--- config.mk ---
export PLATFORM = sky130hd
export DESIGN_NAME = fft_frame_ctrl_flat
export DESIGN_NICKNAME = d
export VERILOG_FILES = /design/src/rtl/fft_frame_ctrl_if.sv /design/src/rtl/fft_frame_ctrl.sv /design/src/flat_wrapper.sv
export SDC_FILE = /design/constraint.sdc
export NUM_CORES = 1
export LEC_CHECK = 0
export CAP_MARGIN = 0
export CORE_MARGIN = 8
export CORE_UTILIZATION = 30
export CTS_BUF_LIST = sky130_fd_sc_hd__clkbuf_4 sky130_fd_sc_hd__clkbuf_8 sky130_fd_sc_hd__clkbuf_16
export DETAILED_ROUTE_END_ITERATION = 6
export PLACE_DENSITY = 0.51
export SLEW_MARGIN = 20
export SYNTH_ARGS = -nofsm -noshare
export SYNTH_HDL_FRONTEND = slang
export SYNTH_SLANG_ARGS = --single-unit
--- constraint.sdc ---
create_clock -name clk -period 4.43 [get_ports clk]
set_input_delay 0.443 -clock clk [delete_from_list [all_inputs] [get_ports clk]]
set_output_delay 0.443 -clock clk [all_outputs]
set_load 0.02 [all_outputs]
--- src/rtl/fft_frame_ctrl_if.sv ---
// Sample input, FFT core handshake and peak report signals of fft_frame_ctrl.
// master is the controller side; slave is the ADC/core/consumer side.
interface fft_frame_ctrl_if #(
    parameter int datlen = 12
);
    logic                smp_valid;
    logic [datlen-1:0]   smp;
    logic                fft_rfd;
    logic                fft_nd;
    logic [2*datlen-1:0] fft_xn;
    logic                fft_dv;
    logic [2*datlen-1:0] fft_xk;
    logic [datlen-1:0]   peak_a;
    logic [datlen-1:0]   peak_b;
    logic                peak_valid;
    logic                overrun;
    logic                timeout_err;

    modport master (
        input  smp_valid, smp, fft_rfd, fft_dv, fft_xk,
        output fft_nd, fft_xn, peak_a, peak_b, peak_valid, overrun, timeout_err
    );

    modport slave (
        output smp_valid, smp, fft_rfd, fft_dv, fft_xk,
        input  fft_nd, fft_xn, peak_a, peak_b, peak_valid, overrun, timeout_err
    );
endinterface

--- src/rtl/fft_frame_ctrl.sv ---
// Frame sequencer for the FFT core: loads vlen samples, waits for the output
// burst, and reports the per-frame peak |re|+|im| magnitude in two bin bands.
module fft_frame_ctrl #(
    parameter int datlen    = 12,
    parameter int vlen      = 32,
    parameter int vlen_log2 = 5,
    parameter int band_a_lo = 3,
    parameter int band_a_hi = 6,
    parameter int band_b_lo = 16,
    parameter int band_b_hi = 19,
    parameter int timeout   = 1024
) (
    input  logic             clk,
    input  logic             rst,
    fft_frame_ctrl_if.master bus
);
    typedef enum logic [1:0] {S_LOAD, S_WAIT, S_UNLOAD} state_e;

    localparam int WAIT_W = $clog2(timeout);
    localparam logic [vlen_log2-1:0] LAST_BIN  = vlen_log2'(vlen - 1);
    localparam logic [WAIT_W-1:0]    WAIT_LAST = WAIT_W'(timeout - 1);
    localparam logic [vlen_log2-1:0] A_LO = vlen_log2'(band_a_lo);
    localparam logic [vlen_log2-1:0] A_HI = vlen_log2'(band_a_hi);
    localparam logic [vlen_log2-1:0] B_LO = vlen_log2'(band_b_lo);
    localparam logic [vlen_log2-1:0] B_HI = vlen_log2'(band_b_hi);

    state_e                state_q, state_d;
    logic [vlen_log2-1:0]  in_cnt_q, in_cnt_d;
    logic [vlen_log2-1:0]  out_cnt_q, out_cnt_d;
    logic [WAIT_W-1:0]     wait_cnt_q, wait_cnt_d;
    logic [datlen-1:0]     max_a_q, max_a_d, max_b_q, max_b_d;
    logic [datlen-1:0]     peak_a_q, peak_a_d, peak_b_q, peak_b_d;
    logic                  peak_valid_q, peak_valid_d;
    logic                  nd_q, nd_d;
    logic [2*datlen-1:0]   xn_q, xn_d;
    logic                  overrun_q, overrun_d;
    logic                  timeout_err_q, timeout_err_d;

    logic [datlen-1:0]     re_u, im_u, abs_re, abs_im, mag;
    logic [datlen:0]       mag_sum;
    logic [vlen_log2-1:0]  bin;
    logic                  in_a, in_b;
    logic [datlen-1:0]     max_a_upd, max_b_upd;

    // Magnitude of the bin on fft_xk; the negated most-negative value reads
    // back as 2**(datlen-1) when treated as unsigned, so no special case.
    always_comb begin
        re_u      = bus.fft_xk[datlen-1:0];
        im_u      = bus.fft_xk[2*datlen-1:datlen];
        abs_re    = re_u[datlen-1] ? (~re_u + datlen'(1)) : re_u;
        abs_im    = im_u[datlen-1] ? (~im_u + datlen'(1)) : im_u;
        mag_sum   = {1'b0, abs_re} + {1'b0, abs_im};
        mag       = mag_sum[datlen] ? '1 : mag_sum[datlen-1:0];
        bin       = (state_q == S_WAIT) ? '0 : out_cnt_q;
        in_a      = (bin >= A_LO) && (bin <= A_HI);
        in_b      = (bin >= B_LO) && (bin <= B_HI);
        max_a_upd = (in_a && (mag > max_a_q)) ? mag : max_a_q;
        max_b_upd = (in_b && (mag > max_b_q)) ? mag : max_b_q;
    end

    always_comb begin
        // NOTE: every signal gets a default first so no path through the
        // case statement leaves one unassigned and infers a latch.
        state_d       = state_q;
        in_cnt_d      = in_cnt_q;
        out_cnt_d     = out_cnt_q;
        wait_cnt_d    = wait_cnt_q;
        max_a_d       = max_a_q;
        max_b_d       = max_b_q;
        peak_a_d      = peak_a_q;
        peak_b_d      = peak_b_q;
        peak_valid_d  = 1'b0;
        nd_d          = 1'b0;
        xn_d          = xn_q;
        overrun_d     = overrun_q;
        timeout_err_d = timeout_err_q;

        if (bus.smp_valid && ((state_q != S_LOAD) || !bus.fft_rfd)) begin
            overrun_d = 1'b1;
        end

        unique case (state_q)
            S_LOAD: begin
                if (bus.smp_valid && bus.fft_rfd) begin
                    nd_d = 1'b1;
                    xn_d = {{datlen{1'b0}}, bus.smp};
                    if (in_cnt_q == LAST_BIN) begin
                        state_d    = S_WAIT;
                        in_cnt_d   = '0;
                        wait_cnt_d = '0;
                        max_a_d    = '0;
                        max_b_d    = '0;
                    end else begin
                        in_cnt_d = in_cnt_q + vlen_log2'(1);
                    end
                end
            end
            S_WAIT: begin
                wait_cnt_d = wait_cnt_q + WAIT_W'(1);
                if (bus.fft_dv) begin
                    max_a_d   = max_a_upd;
                    max_b_d   = max_b_upd;
                    out_cnt_d = vlen_log2'(1);
                    state_d   = S_UNLOAD;
                end else if (wait_cnt_q == WAIT_LAST) begin
                    timeout_err_d = 1'b1;
                    state_d       = S_LOAD;
                end
            end
            S_UNLOAD: begin
                if (bus.fft_dv) begin
                    max_a_d = max_a_upd;
                    max_b_d = max_b_upd;
                    if (out_cnt_q == LAST_BIN) begin
                        state_d      = S_LOAD;
                        out_cnt_d    = '0;
                        peak_a_d     = max_a_upd;
                        peak_b_d     = max_b_upd;
                        peak_valid_d = 1'b1;
                    end else begin
                        out_cnt_d = out_cnt_q + vlen_log2'(1);
                    end
                end
            end
            default: state_d = S_LOAD;
        endcase
    end

    // rst is tested first so it overrides any event in the same cycle.
    always_ff @(posedge clk) begin
        if (rst) begin
            state_q       <= S_LOAD;
            in_cnt_q      <= '0;
            out_cnt_q     <= '0;
            wait_cnt_q    <= '0;
            max_a_q       <= '0;
            max_b_q       <= '0;
            peak_a_q      <= '0;
            peak_b_q      <= '0;
            peak_valid_q  <= 1'b0;
            nd_q          <= 1'b0;
            xn_q          <= '0;
            overrun_q     <= 1'b0;
            timeout_err_q <= 1'b0;
        end else begin
            state_q       <= state_d;
            in_cnt_q      <= in_cnt_d;
            out_cnt_q     <= out_cnt_d;
            wait_cnt_q    <= wait_cnt_d;
            max_a_q       <= max_a_d;
            max_b_q       <= max_b_d;
            peak_a_q      <= peak_a_d;
            peak_b_q      <= peak_b_d;
            peak_valid_q  <= peak_valid_d;
            nd_q          <= nd_d;
            xn_q          <= xn_d;
            overrun_q     <= overrun_d;
            timeout_err_q <= timeout_err_d;
        end
    end

    assign bus.fft_nd      = nd_q;
    assign bus.fft_xn      = xn_q;
    assign bus.peak_a      = peak_a_q;
    assign bus.peak_b      = peak_b_q;
    assign bus.peak_valid  = peak_valid_q;
    assign bus.overrun     = overrun_q;
    assign bus.timeout_err = timeout_err_q;
endmodule
--- src/flat_wrapper.sv ---
// flat-port wrapper written by rule: the top's interface ports become plain ports
module fft_frame_ctrl_flat 
#(
    parameter int datlen    = 12,
    parameter int vlen      = 32,
    parameter int vlen_log2 = 5,
    parameter int band_a_lo = 3,
    parameter int band_a_hi = 6,
    parameter int band_b_lo = 16,
    parameter int band_b_hi = 19,
    parameter int timeout   = 1024
)
  (clk, rst, bus_smp_valid, bus_smp, bus_fft_rfd, bus_fft_dv, bus_fft_xk, bus_fft_nd, bus_fft_xn, bus_peak_a, bus_peak_b, bus_peak_valid, bus_overrun, bus_timeout_err);
  fft_frame_ctrl_if #(.datlen(datlen)) bus_i ();
  input  logic clk;
  input  logic rst;
  input wire logic [$bits(bus_i.smp_valid)-1:0] bus_smp_valid;
  input wire logic [$bits(bus_i.smp)-1:0] bus_smp;
  input wire logic [$bits(bus_i.fft_rfd)-1:0] bus_fft_rfd;
  input wire logic [$bits(bus_i.fft_dv)-1:0] bus_fft_dv;
  input wire logic [$bits(bus_i.fft_xk)-1:0] bus_fft_xk;
  output wire logic [$bits(bus_i.fft_nd)-1:0] bus_fft_nd;
  output wire logic [$bits(bus_i.fft_xn)-1:0] bus_fft_xn;
  output wire logic [$bits(bus_i.peak_a)-1:0] bus_peak_a;
  output wire logic [$bits(bus_i.peak_b)-1:0] bus_peak_b;
  output wire logic [$bits(bus_i.peak_valid)-1:0] bus_peak_valid;
  output wire logic [$bits(bus_i.overrun)-1:0] bus_overrun;
  output wire logic [$bits(bus_i.timeout_err)-1:0] bus_timeout_err;
  assign bus_i.smp_valid = bus_smp_valid;
  assign bus_i.smp = bus_smp;
  assign bus_i.fft_rfd = bus_fft_rfd;
  assign bus_i.fft_dv = bus_fft_dv;
  assign bus_i.fft_xk = bus_fft_xk;
  assign bus_fft_nd = bus_i.fft_nd;
  assign bus_fft_xn = bus_i.fft_xn;
  assign bus_peak_a = bus_i.peak_a;
  assign bus_peak_b = bus_i.peak_b;
  assign bus_peak_valid = bus_i.peak_valid;
  assign bus_overrun = bus_i.overrun;
  assign bus_timeout_err = bus_i.timeout_err;
  fft_frame_ctrl #(.datlen(datlen), .vlen(vlen), .vlen_log2(vlen_log2), .band_a_lo(band_a_lo), .band_a_hi(band_a_hi), .band_b_lo(band_b_lo), .band_b_hi(band_b_hi), .timeout(timeout)) u_core (.clk(clk), .rst(rst), .bus(bus_i));
endmodule
# Yosys cells after proc, flatten, opt, wreduce, memory -nomap -nowiden
# Index checks and enable logic that the tools add are counted.
[totals] ff_bits=86 in_bits=41 output_inout_bits=52 word_cells=94
[op_classes] n_addsub=6 magnitude_cmp=6 eq_ne=12 mux=29 bitwise=5 n_reduce_logical=23
[ops] operator="12-bit two-way mux" n=9
[ops] operator="12-bit one-hot mux with 2 select lines" n=2
[ops] operator="5-bit two-way mux" n=5
[ops] operator="12-bit by 1-bit adder with 12-bit output, second input constant" n=2
[ops] operator="12-bit greater-than comparator" n=2
[ops] operator="12-bit NOT" n=2
[ops] operator="10-bit two-way mux" n=2
[ops] operator="10-bit one-hot mux with 2 select lines" n=1
[ops] operator="12-bit by 12-bit adder with 13-bit output" n=1
[ops] operator="2-bit two-way mux" n=6
[ops] operator="3-bit AND reduction" n=4
[ops] operator="10-bit by 1-bit adder with 10-bit output, second input constant" n=1
[ops] operator="5-bit by 1-bit adder with 5-bit output, second input constant" n=2
[ops] operator="10-bit equality test, second input constant" n=1
[ops] operator="5-bit equality test, second input constant" n=2
[ops] operator="5-bit one-hot mux with 2 select lines" n=1
[ops] operator="2-bit by 1-bit != test with 1-bit output, second input constant" n=4
[ops] operator="2-bit nonzero test" n=4
[ops] operator="1-bit logical AND" n=6
[ops] operator="2-bit one-hot mux with 3 select lines" n=1
[ops] operator="5-bit by 2-bit >= comparator with 1-bit output, second input constant" n=1
[ops] operator="5-bit >= comparator, second input constant" n=1
[ops] operator="5-bit by 3-bit less-or-equal comparator with 1-bit output, second input constant" n=1
[ops] operator="5-bit less-or-equal comparator, second input constant" n=1
[ops] operator="14 further kinds" n=19

# Logic depth before layout (Yosys ltp)
[logic_depth] ltp_word=10 ltp_mapped=23 depth_no_buf=21

# Worst setup path after synthesis
# No wires, ideal clock.
[synth_path] path_type="input -> register" startpoint="in bus_fft_xk[1]" endpoint="reg u_core.max_b_q[10]" setup_time_ns=0.117 arrival_ns=4.504 t_required_ns=4.313 setup_slack_ns=-0.191 cell_stages=20 n_path_buf=1 path_cell_list="inv_1 -> ha_1 -> nand2_1 -> or3_1 -> or3_1 -> o31ai_2 -> xnor2_1 -> ha_1 -> and3_1 -> a311o_1 -> a41oi_2 -> mux2i_1 -> inv_2 -> ha_1 -> a21oi_1 -> o21ai_0 -> o311a_1 -> and2_1 -> buf_2 -> a22o_1"
[synth_between] elab_chain_len=10
[synth_lines] element="from (decl)" line_no="flat_wrapper.sv:21" text="input wire logic [$bits(bus_i.fft_xk)-1:0] bus_fft_xk;"
[synth_lines] element="12-bit NOT" line_no="fft_frame_ctrl.sv:50" text="abs_re = re_u[datlen-1] ? (~re_u + datlen'(1)) : re_u;"
[synth_lines] element="12-bit by 1-bit adder with 12-bit output" line_no="fft_frame_ctrl.sv:50"
[synth_lines] element="12-bit two-way mux (*)" line_no="fft_frame_ctrl.sv:50"
[synth_lines] element="12-bit by 12-bit adder with 13-bit output (*)" line_no="fft_frame_ctrl.sv:52" text="mag_sum = {1'b0, abs_re} + {1'b0, abs_im};"
[synth_lines] element="12-bit two-way mux (*)" line_no="fft_frame_ctrl.sv:53" text="mag = mag_sum[datlen] ? '1 : mag_sum[datlen-1:0];"
[synth_lines] element="12-bit greater-than comparator" line_no="fft_frame_ctrl.sv:58" text="max_b_upd = (in_b && (mag > max_b_q)) ? mag : max_b_q;"
[synth_lines] element="1-bit logical AND" line_no="fft_frame_ctrl.sv:58"
[synth_lines] element="12-bit two-way mux (*)" line_no="fft_frame_ctrl.sv:58"
[synth_lines] element="12-bit two-way mux (*)" line_no="fft_frame_ctrl.sv:100, fft_frame_ctrl.sv:111"
[synth_lines] element="12-bit one-hot mux with 2 select lines (*)" line_no="fft_frame_ctrl.sv:82" text="unique case (state_q)"
[synth_lines] element="to (signal assigned)" line_no="fft_frame_ctrl.sv:151" text="max_b_q <= max_b_d;"
[synth_lines] element="to (decl)" line_no="fft_frame_ctrl.sv:31" text="logic [datlen-1:0] max_a_q, max_a_d, max_b_q, max_b_d;"
# Mark *: on every way between the ends. The rest lies on a longest branch, timed or not. The select of a mux whose other input is x is not followed.
# A chain may end at the register's enable or synchronous reset.

# Final worst setup path
[layout_path] startpoint="in bus_fft_xk[0]" endpoint="reg u_core.max_a_q[7]"
[layout_between] elab_chain_len=10
[layout_lines] element="12-bit NOT" line_no="fft_frame_ctrl.sv:50"
[layout_lines] element="12-bit by 1-bit adder with 12-bit output" line_no="fft_frame_ctrl.sv:50"
[layout_lines] element="12-bit two-way mux (*)" line_no="fft_frame_ctrl.sv:50"
[layout_lines] element="12-bit by 12-bit adder with 13-bit output (*)" line_no="fft_frame_ctrl.sv:52"
[layout_lines] element="12-bit two-way mux (*)" line_no="fft_frame_ctrl.sv:53"
[layout_lines] element="12-bit greater-than comparator" line_no="fft_frame_ctrl.sv:57" text="max_a_upd = (in_a && (mag > max_a_q)) ? mag : max_a_q;"
[layout_lines] element="1-bit logical AND" line_no="fft_frame_ctrl.sv:57"
[layout_lines] element="12-bit two-way mux (*)" line_no="fft_frame_ctrl.sv:57"
[layout_lines] element="12-bit two-way mux (*)" line_no="fft_frame_ctrl.sv:100, fft_frame_ctrl.sv:111"
[layout_lines] element="12-bit one-hot mux with 2 select lines (*)" line_no="fft_frame_ctrl.sv:82"
[layout_lines] element="to (signal assigned)" line_no="fft_frame_ctrl.sv:150" text="max_a_q <= max_a_d;"
[layout_lines] element="to (decl)" line_no="fft_frame_ctrl.sv:31"
# Marked as above.

==> qor.csv <==
metric;value;unit
status;finished with violations;
failed_checks;setup timing;
overflow;0;
place.gp.congestion;0.821;
finalCritPeriodShare;1.03;
grt_pass1_wl;25.7;mm
dieArea;22100;sq um
critPathRequiredTime;4670;ps
synth-compound-area-share;0.227;
rsz0062_at_grt;true;
max-vdd-ir-drop;0.194;mV
synth.avg_cell_area;8.30;sq um
rows;48;
synth_cell_type_count;72;
regToRegEndpoint;u_core.max_b_q[1];
critPathArrivalTime;4800;ps
synth_simple_gate_area_share;0.192;
groute.usage.overall;0.143;
nNetsFinal;885;
hold_viol;0;
fill_cells;1651;
p_leak;0.00303;uW
synth_fa_ha_area_frac;0.113;
numPortBuffers;80;
synth_top_area_frac;0.327;
hp-start;u_core.bus.fft_xn[8];
cts_max_path_buffers;2;
synth_area_leaders;dfxtp_1 (33%), ha_1 (11%), nand2_1 (6.5%);
holdPathEnd;u_core.bus.fft_xn[8];
grt_pass1_vias;5144;
diodes;0;
cts_root_buffer;clkbuf_16;
cts_tree;yes;
drc;0;
critical_path_class;input port to register;
final_common_cell;buf_4;
netlist_area;5270;sq um
tightest_slew;875;ps
num_vias;5124;
drive_above_1_share;0.266;
dieWidth;149;microns
grt_max_degree;25;
critPathCaptureType;register;
setup_viol;37;
fin_crit;4560;ps
cts_buffers;9;
timing.rr.start;u_core.in_cnt_q[0];
pre_cts_ws;-1130;ps
area_growth;48.5;%
yosys_warnings;0;
die_h;149;microns
hold_path_class;register to register;
synth_largest_area_cell;dfxtp_1;
drt_wl_total;16.2;mm
r2r_slack;1720;ps
antenna_found_initial;0;
fin_ws;-129;ps
min_path_cells;2;
clock_skew;5.57;ps
pin_count;93;
async_reset_ff_frac;0;
reg2reg_depth;7;
htreeDepth;3;
clk_latency;350;ps
dp.cells;999;
hold_ws;458;ps
synth_edf_count;0;
synthFlopType;dfxtp_1;
syn_inst;635;
drtAntennaViolNets;0;
synth-seq-area-share;0.327;
wl_per_cell;15.8;microns
synth_top_family_by_area;compound AO/OA/AOI/OAI gates;
p_per_area;306;nW/um^2
final-max-slew-violation-count;0;
drt-initial-drc-count;178;
clk_pin_slew;70;ps
ys_ff_latch;86;
slew_headroom;0.413;
final_cell_mix;buf_4 (90), nand2_1 (86), dfxtp_1 (86);
fin_tns_setup;-2620;ps
fin_cells;1027;
cts.sinks;86;
path_max_fanout;6;
cap_violations;0;
crit_path_start_kind;input port;
fmax;219;MHz
dp_hpwl;12.1;mm
core-area;17200;sq um
firstDrtPassIters;4;
viasPerCell;4.99;
initial_core_util;0.306;
synth_xor_area_frac;0.0482;
synth_mux_area_frac;0.0173;
-- worst max path at each step --
stage,start,to,cells past startpoint
final,bus_fft_xk[0],u_core.max_a_q[7],22
after global routing,bus_fft_xk[0],u_core.max_a_q[7],22
after CTS,bus_fft_xk[0],u_core.max_a_q[5],22
after detailed placement,bus_fft_xk[1],u_core.bus.peak_a[2],23
after global placement,bus_fft_xk[1],u_core.max_a_q[0],25
after floorplan,bus_fft_xk[1],u_core.max_a_q[10],21
-- logic make-up (layout without fill, tap and decap cells) --
kind of cell	count (synthesis)	in the layout
other	1	12
adders and majority gates	47	47
DFF	86	86
and+or+nand+nor	213	214
muxes	8	8
xor gates and xnor gates	29	29
AOI/OAI and AO/OA	166	167
buffers and inverters	85	239
-- repair_timing --
item,in CTS,in global routing
buffers inserted,5,3
cloned,1,3
pin swaps,23,20
hold buffers,0,0
gates resized for setup,82,54
setup endpoints to repair,48,48
-- area by class of cell --
cell class              count  area [sq um]  area share
flip-flops and latches     86          1720       0.220
inverters                  42           175      0.0224
clock buffers               9           225      0.0288
clock inverters             7          81.3      0.0104
well taps                 225           282      0.0360
repair buffers            181          1660       0.212
multi-input cells         477          3680       0.471
-- registers in the layout (all words and copies together), names as in the netlist, 2 cells and up --
name	count
u_core.bus.peak_a	12
u_core.bus.fft_xn	12
u_core.bus.peak_b	12
u_core.max_b_q	12
u_core.max_a_q	12
u_core.wait_cnt_q	10
u_core.state_q	2
u_core.out_cnt_q	5
u_core.in_cnt_q	5
-- worst max-delay path, stage by stage --
cell and delay [ps]:
buf_8 100, inv_6 50, ha_4 120, nand2_2 40, or3_4 330, or3_4 390, o31ai_4 230, xnor2_1 110
ha_1 350, and3_4 200, a311o_1 270, a41oi_2 200, mux2i_2 280, inv_2 80, ha_4 270, nand4_1 170
or3_4 460, nand3_4 80, a31oi_4 60, buf_12 160, and2_4 160, a22o_1 230
-- synthesized netlist by cell type, types with 3 or more instances --
cell,number
a31oi_1,3
nor3_1,10
a32oi_1,3
and2_1,4
xor2_1,6
nand4_1,10
buf_2,13
o21ai_0,20
and3_1,11
buf_4,13
xnor2_1,23
nor2b_1,3
o21a_1,6
a22o_1,22
o31ai_1,5
a211oi_1,4
o211ai_1,5
or3_1,6
clkbuf_1,14
or4_1,4
o21ai_1,9
mux2i_1,4
inv_1,39
nand2b_1,6
dfxtp_1,86
nor2_1,33
o31a_1,8
a21o_1,6
nand2_1,91
a21oi_1,37
ha_1,46
nand3_1,26
o311ai_0,12
-- routing by layer --
metal / GRT usage / up-vias / wire, microns
met5: 0 / - / 0
met4: 0.0219 / 0 / 92
met3: 0.0410 / 11 / 759
met2: 0.244 / 98 / 7800
met1: 0.176 / 2428 / 7560
li1: - / 2587 / -
-- per-stage QoR --
| stage | cell area (sq um) | total power [uW] | util |
|---|---|---|---|
| finish | 7820 | 2400 | 0.454 |
| floorplan | 5450 | 1230 | - |
| global route | 7820 | 2540 | 0.454 |
| CTS | 7500 | 2380 | 0.435 |
| global placement | 7020 | 1550 | 0.407 |
| detailed placement | 7020 | 1570 | 0.407 |
-- power breakdown --
group	switching [uW]	internal, uW	total [uW]
clock network	337	445	782
registers	3.98	780	784
logic	418	412	830
total	760	1640	2400
(Power assumes the default switching activity.)
==> RTL change: new RTL, same flow settings <==
`vlen_log2` is set to 5 in 2 places; all go to 6.
--- a/src/rtl/fft_frame_ctrl.sv
+++ b/src/rtl/fft_frame_ctrl.sv
@@ -4,5 +4,5 @@
     parameter int datlen    = 12,
     parameter int vlen      = 32,
-    parameter int vlen_log2 = 5,
+    parameter int vlen_log2 = 6,
     parameter int band_a_lo = 3,
     parameter int band_a_hi = 6,
--- a/src/flat_wrapper.sv
+++ b/src/flat_wrapper.sv
@@ -4,5 +4,5 @@
     parameter int datlen    = 12,
     parameter int vlen      = 32,
-    parameter int vlen_log2 = 5,
+    parameter int vlen_log2 = 6,
     parameter int band_a_lo = 3,
     parameter int band_a_hi = 6,
Function: no difference found for any inputs over 10 cycles, from zero or initial values and one cycle with rst high; that may be too few to reach the edited logic, so the function may still have changed.
==> RTL change against the original RTL <==
The flow still finishes with violations (negative setup slack). Setup slack got worse by 0.14 ns. Cell count rose by 5.4%. Synthesized area rose by 1.5%. Cell area rose by 4.1%. Combinational power rose by 14%. Power rose by 3.1%. Non-clock buffer count rose by 26. Maximum frequency fell by 2.9%. Utilization rose by 0.56 points. Routed wire length rose by 4.8%. Sequential cell count rose by 2.
==> RTL change: results (changes against the original RTL) <==
The final worst-path setup slack was -0.265 ns (-0.136 ns); the via count normalized by instance count was 4.98 (-0.16%). The instance count of the mapped netlist was 653 (+2.8%). For the total routing resource utilization after global routing, the log shows 15.0% (+0.69 points). The tools report the static leakage as 3.17 nW (+4.5%).

The worst ir drop on vdd is 0.186 mV (-3.8%). The flow ran to the end, but the final reports show violations. The number of cells in the design after placement is 1039 (+4.0%).

Following the worst setup path forward leads to its endpoint at u_core.max_b_q[5]. The relative slew slack came out at 27.2% (-14 points). The highest net fanout along the worst path was 5 (-1); the maximum cell stage delay along the critical path was 0.49 ns (+0.03 ns). In this run the critical register-to-register path is captured at u_core.max_b_q[6].

The share of the synthesized area in the top cell type works out to 32.9% (+0.26 points). The fraction of layout cells with a size suffix above 1 is 28.3% (+1.7 points). The initial DRC count is 240 (+35%), and the setup slack of the most critical reg-to-reg path is 1.51 ns (-0.21 ns).

The final number of setup-violating endpoints was 28 (-24%); the maximum number of pins on one net before global-route repair was 59 (+140%). The switching share of power was 31.4% (-0.27 points). The fill cell total of the finished layout was 1700 (+3.0%); the multi-input combinational cell area was 3840 um^2 (+4.3%).

The final setup skew came out at 0.0123 ns (+0.00672 ns). The tools report the final weighted congestion in routability-driven placement as 0.865 (+5.4%). The data arrival at the endpoint of the critical path came out at 4.97 ns (+0.17 ns). Source of the critical timing path: bus_fft_xk[4]. The checks that failed: negative setup slack.

Yosys attributes the largest share of cell area to sky130_fd_sc_hd__dfxtp_1 33%, sky130_fd_sc_hd__ha_1 10%, sky130_fd_sc_hd__a21oi_1 6.0%. The tools report the clock buffer count from CTS as 9 (unchanged). The part of the Yosys area used for sequential elements came out at 32.9% (+0.26 points). The wire length of the first global-routing pass was 27200 um (+6.0%); the number of unique standard cell types used by synthesis was 64 (-11%).

By count the netlist is led by 88 x sky130_fd_sc_hd__dfxtp_1, 64 x sky130_fd_sc_hd__a21oi_1, 64 x sky130_fd_sc_hd__nand2_1, 46 x sky130_fd_sc_hd__inv_1, 44 x sky130_fd_sc_hd__ha_1. For the HPWL reported at the end of detailed placement, the log shows 12400 um (+1.9%). Standard cell with the maximum stage delay on the critical path: sky130_fd_sc_hd__or4_4.
RTL change: changes by cell type after synthesis, sizes merged, moves of 7 or more:
cell / change
and3: -8
nand2: -27
buf: -12
o311ai: -14
or2: +11
nand3b: +12
a21o: +7
nand3: +17
nor3: +9
a21oi: +24
RTL change: worst min path at each step:
| stage | start | endpoint | slack, ns |
|---|---|---|---|
| floorplan | u_core.max_a_q[10] | u_core.max_a_q[10] | 0.45 |
| global placement | u_core.bus.peak_b[11] | u_core.bus.peak_b[11] | 0.44 |
| detailed placement | u_core.bus.peak_b[10] | u_core.bus.peak_b[10] | 0.43 |
| CTS | u_core.bus.peak_b[10] | u_core.bus.peak_b[10] | 0.44 |
| global route | u_core.bus.peak_b[10] | u_core.bus.peak_b[10] | 0.46 |
| finish | u_core.bus.peak_b[10] | u_core.bus.peak_b[10] | 0.44 |
RTL change: cell families (layout without fill, tap and decap cells):
| logic type | count (synthesis) | after routing | share of synthesized area [%] |
|---|---|---|---|
| and+or+nand+nor | 235 | 235 | 22.8 |
| DFF | 88 | 88 | 32.9 |
| other | 1 | 12 | 0.0701 |
| xor gates and xnor gates | 30 | 30 | 4.91 |
| adders and majority gates | 45 | 45 | 10.7 |
| buffers and inverters | 83 | 269 | 7.32 |
| muxes | 3 | 3 | 0.608 |
| AOI/OAI and AO/OA | 168 | 171 | 20.7 |
RTL change: area by class of cell:
type | instances | share of cell area, %
multi-input cells | 496 | 47.2
repair buffers | 207 | 22.1
flip-flops and latches | 88 | 21.6
well taps | 229 | 3.52
clock buffers | 13 | 3.21
inverters | 46 | 2.12
clock inverters | 3 | 0.215
RTL change: worst min-delay path, delay by kind of cell (launching register included):
family	cells	cell delay [ns]
DFF	1	0.31
and+or+nand+nor	2	0.09
RTL change: power by group through the flow:
stage,clock [mW],combinational (mW),sequential [mW]
CTS,0.745,0.872,0.802
global route,0.771,1.03,0.802
detailed placement,0,0.774,0.820
finish,0.719,0.947,0.802
floorplan,0,0.399,0.827
global placement,0,0.770,0.820
RTL change: timing repair:
| item | 4_1_cts | 5_1_grt |
|---|---|---|
| cloned | 3 | 1 |
| resized for setup | 91 | 34 |
| endpoints found under the setup margin | 28 | 28 |
| endpoints found under the hold margin | 0 | 0 |
| buffers inserted | 19 | 5 |
| pin swaps | 47 | 16 |
RTL change: routing by layer:
metal | vias up | part of all wire (%) | global-route usage (%)
met1 | 2566 | 45 | 18.2
met5 | - | 0 | 0
met4 | 0 | 1.8 | 5.00
li1 | 2722 | - | -
met3 | 20 | 3.8 | 2.63
met2 | 82 | 50 | 26.0
